**src/rtl/ssaver_motion_ctrl.sv**
```systemverilog
// Frame-synchronous screen-saver ball motion controller: moves and bounces the ball during vertical blanking.
// Optional colour stepping on bounce is enabled by defining SSAVER_COLOR_CYCLE_EN.
module ssaver_motion_ctrl #(
  parameter int unsigned H_ACTIVE  = 640,
  parameter int unsigned V_ACTIVE  = 480,
  parameter int unsigned RADIUS    = 10,
  parameter int unsigned START_X   = 100,
  parameter int unsigned START_Y   = 100,
  parameter int unsigned FRAME_DIV = 1
) (
  input  logic       clock25MHz,
  input  logic       reset,
  input  logic [9:0] x,
  input  logic [9:0] y,
  input  logic       run,
  input  logic       step,
  input  logic [2:0] speed,
  output logic [9:0] ballX,
  output logic [9:0] ballY,
  output logic       dirX,
  output logic       dirY,
  output logic [2:0] colorIdx,
  output logic       bounce,
  output logic       busy
);

  localparam int unsigned PW  = 11;
  localparam int unsigned CW  = 8;
  localparam logic [PW-1:0] XMIN     = PW'(RADIUS);
  localparam logic [PW-1:0] XMAX     = PW'(H_ACTIVE - 1 - RADIUS);
  localparam logic [PW-1:0] YMIN     = PW'(RADIUS);
  localparam logic [PW-1:0] YMAX     = PW'(V_ACTIVE - 1 - RADIUS);
  localparam logic [CW-1:0] DIV_LAST = CW'(FRAME_DIV - 1);
  localparam logic [9:0]    V_TICK   = 10'(V_ACTIVE);

  typedef enum logic [1:0] {IDLE, UPD_X, UPD_Y} state_t;

  state_t        state, state_d;
  logic [CW-1:0] fcnt;
  logic          step_pend;
  logic [2:0]    spd_q, spd_d;
  logic          hitx_q, hitx_d, hity_c;
  logic [9:0]    ballx_d, bally_d;
  logic          dirx_d, diry_d, bounce_d, busy_d;
  logic [2:0]    color_d;
  logic          frame_tick_c, move_due_c;

  assign frame_tick_c = (x == 10'd0) && (y == V_TICK);
  assign move_due_c   = frame_tick_c && (step_pend || (run && (fcnt == DIV_LAST)));

  // Reflecting one-axis step; result packs {hit, new_dir, new_pos}.
  function automatic logic [11:0] axis_move(input logic [9:0] pos, input logic dir,
                                            input logic [2:0] spd, input logic [PW-1:0] lo,
                                            input logic [PW-1:0] hi);
    logic [PW-1:0] p;
    logic [PW-1:0] s;
    logic [11:0]   r;
    p = {1'b0, pos};
    s = PW'(spd);
    r = {1'b0, dir, pos};
    if (spd != 3'd0) begin
      if (dir) begin
        if ((p + s) >= hi) r = {1'b1, 1'b0, hi[9:0]};
        else               r = {1'b0, 1'b1, 10'(p + s)};
      end else begin
        if (p <= (lo + s)) r = {1'b1, 1'b1, lo[9:0]};
        else               r = {1'b0, 1'b0, 10'(p - s)};
      end
    end
    return r;
  endfunction

  // Frame divider and paused single-step latch.
  always_ff @(posedge clock25MHz or negedge reset) begin
    if (!reset) begin
      fcnt      <= '0;
      step_pend <= 1'b0;
    end else begin
      if (!run)              fcnt <= '0;
      else if (frame_tick_c) fcnt <= (fcnt == DIV_LAST) ? '0 : fcnt + CW'(1);
      step_pend <= (step && !run) || (step_pend && !frame_tick_c);
    end
  end

  always_ff @(posedge clock25MHz or negedge reset) begin
    if (!reset) begin
      state    <= IDLE;
      spd_q    <= '0;
      hitx_q   <= 1'b0;
      ballX    <= 10'(START_X);
      ballY    <= 10'(START_Y);
      dirX     <= 1'b1;
      dirY     <= 1'b1;
      colorIdx <= 3'd7;
      bounce   <= 1'b0;
      busy     <= 1'b0;
    end else begin
      state    <= state_d;
      spd_q    <= spd_d;
      hitx_q   <= hitx_d;
      ballX    <= ballx_d;
      ballY    <= bally_d;
      dirX     <= dirx_d;
      dirY     <= diry_d;
      colorIdx <= color_d;
      bounce   <= bounce_d;
      busy     <= busy_d;
    end
  end

  always_comb begin
    state_d  = state;
    spd_d    = spd_q;
    hitx_d   = hitx_q;
    hity_c   = 1'b0;
    ballx_d  = ballX;
    bally_d  = ballY;
    dirx_d   = dirX;
    diry_d   = dirY;
    color_d  = colorIdx;
    bounce_d = 1'b0;
    case (state)
      IDLE: begin
        hitx_d = 1'b0;
        if (move_due_c) state_d = UPD_X;
      end
      UPD_X: begin
        spd_d = speed;
        {hitx_d, dirx_d, ballx_d} = axis_move(ballX, dirX, speed, XMIN, XMAX);
        state_d = UPD_Y;
      end
      UPD_Y: begin
        {hity_c, diry_d, bally_d} = axis_move(ballY, dirY, spd_q, YMIN, YMAX);
        // A corner hit counts as a single bounce event.
        bounce_d = hitx_q || hity_c;
`ifdef SSAVER_COLOR_CYCLE_EN
        if (bounce_d) color_d = colorIdx + 3'd1;
`endif
        state_d = IDLE;
      end
      default: state_d = IDLE;
    endcase
    busy_d = (state_d != IDLE);
  end

endmodule

```
**config.mk**
```make
export PLATFORM = sky130hd
export DESIGN_NAME = ssaver_motion_ctrl
export DESIGN_NICKNAME = d
export VERILOG_FILES = /design/src/rtl/ssaver_motion_ctrl.sv
export SDC_FILE = /design/constraint.sdc
export NUM_CORES = 1
export LEC_CHECK = 0
export CAP_MARGIN = 10
export CORE_MARGIN = 4
export CORE_UTILIZATION = 56
export CTS_BUF_LIST = sky130_fd_sc_hd__clkbuf_4
export DETAILED_ROUTE_END_ITERATION = 16
export GPL_TIMING_DRIVEN = 0
export PLACE_DENSITY = 0.93
export SYNTH_ARGS = -nofsm -noshare
export SYNTH_HDL_FRONTEND = slang
export SYNTH_SLANG_ARGS = --single-unit
```
**constraint.sdc**
```tcl
create_clock -name clock25MHz -period 3.3 [get_ports clock25MHz]
set_input_delay 0.66 -clock clock25MHz [delete_from_list [all_inputs] [get_ports clock25MHz]]
set_output_delay 0.66 -clock clock25MHz [all_outputs]
set_load 0.1 [all_outputs]
```
==> results by group <==
Global routing
  • Initial antenna violation count: 0
  • Number of global-route vias before repair: 3,405
  • Tot GR Track Use: 0.260
  • Total gr overflow: 0
  • First-pass GRT wire length: 15.7 mm
  • Pin count of the biggest net entering global routing: 40

Yosys
  • Seq/Total Area, Yosys: 0.289
  • Area contributors post-synth: dfrtp_1 23%, ha_1 8.1%, dfstp_2 6.2%, nand2_1 4.5%, o21ai_0 4.1%
  • Post-synth top flop: dfrtp_1
  • FF+latch count, synth: 39
  • Synth area leader: dfrtp_1
  • Post-Syn Area per Cell: 8.35 sq um
  • Synth top area share: 0.228
  • Post-Syn Area: 3410 sq um
  • Ys async rst share: 1.00
  • Cells after Synth: 408
  • Synth Warn #: 0
  • Synth unique cells: 72
  • Number of flops mapped to enable cells by yosys: 0

Power and ir drop
  • Power density over the cells: 234 nW/um^2
  • Peak supply drop: 0.151 mV
  • NetSw: 0.000295 W
  • Switching Fraction: 0.308
  • Total Power: 0.000959 W
  • LEAKAGE: 1.71 nW
  • Gate power share: 0.212
  • Clk pwr share: 0.277
  • Seq pwr share: 0.511
  • Internal: 0.000664 W

Placed design
  • GPL Wtd Cong: 0.919
  • PortBufs: 50
  • Final HPWL DP: 6.77 mm
  • DP Area: 4010 sq um

Timing
  • Final setup viols: 0
  • Final period util: 0.979
  • Hold Fails Final Rpt: 0
  • Setup TNS: 0 ns
  • Setup Skew: 0.0138 ns
  • Slew @ Worst Pin: 1.14 ns
  • Relative slew margins: 0.230
  • Min Tclk post-route: 3.23 ns
  • Max Freq: 0.310 GHz
  • Max-slew violation count: 0
  • Worst-case hold slack: 0.393 ns

Cells and area
  • Most common cell after layout, fill and taps aside: clkdlybuf4s50_1
  • Fin area: 4100 sq um
  • Area Growth Syn to Fin: 20.2%
  • Final core utilization: 0.692
  • Layout cells sized above 1: 0.0896
  • Most frequent cells in the layout: 48 x clkdlybuf4s50_1, 41 x nand2_1, 30 x dfrtp_1
  • Diode count: 0
  • Nets@finish: 523

Worst setup path
  • Critical Path RT: 3.53 ns
  • Origin of the critical flop-to-flop path: spd_q[1]$_DFFE_PN0P_
  • FF-to-FF End: ballY[0]$_DFFE_PN0P_
  • Crit start category: input port
  • Endpoint type of the worst setup path: register
  • Reg2reg path depth: 9
  • Worst-path fanout max: 9
  • CP Class: in -> reg
  • Internal reg-to-reg setup slack: 0.33 ns
  • Arrival time of the worst setup path: 3.46 ns

Clock tree
  • Clk pin slew, worst setup/hold paths: 0.13 ns
  • Buffer depth of the longest clock path: 2
  • Maximum level of the CTS H-tree: 2
  • Clock Latency Late Sink: 0.35 ns
  • CTS Hold Bufs: 0
  • Clock buffer count from CTS: 5
  • Root Driver: clkbuf_4
  • TritonCTS clock tree: yes
  • Num Clock Sinks: 39

Die
  • DIE WIDTH: 86 um
  • I/O pin cnt: 54
  • DIE AREA: 7400 sq um
  • Die H: 86 um
  • Initial Utilization: 0.575
  • Total core area: 5920 sq um
  • Site Rows: 28

Routing
  • Pre-antenna DRT Iters: 5
  • Initial DRC count: 220
  • Post-route ant nets: 0
  • Total number of vias: 3,383
  • Vias per inst: 6.22
  • DRT Wirelength: 8.93 mm
  • Routed len/inst: 16.4 um
  • Residual DRC: 0

Run
  • Number of max-cap violations: 0

Min path
  • Hold Path Class: in -> async

Outcome
  • Status: complete, no violations
[power groups by stage]
stage          logic [W]  clock network, W  registers, W
2_1_floorplan  0.0000950                 0      0.000527
3_3_place_gp    0.000190                 0      0.000498
3_5_place_dp    0.000196                 0      0.000498
4_1_cts         0.000198          0.000274      0.000490
5_1_grt         0.000220          0.000299      0.000492
6_report        0.000203          0.000266      0.000490
[flip-flops by register name, indices dropped and copies added (netlist names)]
name / count
spd_q: 3
bounce: 1
step_pend: 1
hitx_q: 1
ballX: 10
dirX: 1
ballY: 10
fcnt: 8
dirY: 1
busy: 1
state: 2
[area by class of cell]
| type | count | area (sq um) |
|---|---|---|
| inverter | 28 | 105 |
| clock buffer | 7 | 52.6 |
| clock inverter | 1 | 5.00 |
| fill | 482 | 1830 |
| tap | 75 | 93.8 |
| buffer | 22 | 104 |
| sequential | 39 | 987 |
| timing repair buffer | 51 | 502 |
| multi-input combinational | 321 | 2250 |
[critical path, stage by stage]
cell,delay (ns)
clkdlybuf4s50_1,0.56
ha_1,0.20
inv_1,0.06
fa_2,0.39
o21bai_2,0.21
and3_4,0.26
xnor2_1,0.07
a22o_1,0.23
a31oi_2,0.18
buf_4,0.19
nor3b_1,0.06
o41a_1,0.38
[per-stage QoR]
stage                     instances  setup slack, ns
after global routing            544          -0.0136
after floorplan                 410           0.0268
after CTS                       543           0.0213
final                           544           0.0709
after detailed placement        535           -0.523
after global placement          535           -0.408
[repair_timing]
action,4_1_cts,5_1_grt
pin swaps,0,1
buffers inserted,0,1
hold endpoints to repair,0,0
resized for setup,3,5
endpoints found under the setup margin,5,4
[logic make-up (layout without fill, tap and decap cells)]
group | after synthesis | count (layout) | synth area share
other | 1 | 3 | 0.00110
adder cells (fa/ha/maj) | 28 | 28 | 0.116
AO/OA/AOI/OAI | 111 | 111 | 0.236
multiplexers | 2 | 2 | 0.00588
flip-flops | 39 | 39 | 0.289
buffers and inverters | 50 | 109 | 0.0613
AND/OR/NAND/NOR | 160 | 160 | 0.246
XOR/XNOR | 17 | 17 | 0.0437
[worst max-delay path by stage]
stage                          from                   end  slack (ns)
6_report                   speed[0]  ballX[7]$_DFFE_PN0P_        0.07
4_1_cts                    speed[0]  ballX[7]$_DFFE_PN0P_        0.02
3_3_place_gp               speed[1]  ballX[7]$_DFFE_PN0P_       -0.41
3_5_place_dp               speed[1]  ballX[7]$_DFFE_PN0P_       -0.52
2_1_floorplan  ballX[1]$_DFFE_PN0P_  ballX[7]$_DFFE_PN0P_        0.03
5_1_grt                    speed[0]  ballX[1]$_DFFE_PN0P_       -0.01
[routing by layer]
layer  vias to the layer above  track usage  share of wire  wire [um]
met5                         -            0              0          0
met4                         0        0.105          0.036        325
met2                       150        0.450           0.50       4470
li1                       1597            -              -          -
met1                      1597        0.315           0.39       3490
met3                        39       0.0538          0.073        650
[Yosys cell counts (all sizes together) (3+ instances only)]
| master | n |
|---|---|
| nand4 | 8 |
| nor4b | 3 |
| nand3 | 12 |
| o211ai | 3 |
| dfrtp | 31 |
| nor2b | 7 |
| xnor2 | 12 |
| nor3 | 11 |
| ha | 22 |
| and2 | 5 |
| o22ai | 4 |
| a31oi | 4 |
| nand2 | 41 |
| clkbuf | 15 |
| inv | 27 |
| xor2 | 5 |
| dfstp | 8 |
| buf | 7 |
| and3 | 11 |
| or3 | 4 |
| fa | 6 |
| a21oi | 18 |
| o31ai | 10 |
| a211oi | 4 |
| o311ai | 5 |
| a21boi | 3 |
| nor2 | 26 |
| or2 | 4 |
| nor4 | 8 |
| a2bb2oi | 4 |
| o21ai | 29 |
| nand2b | 10 |
Power figures use the tool's default switching activity.
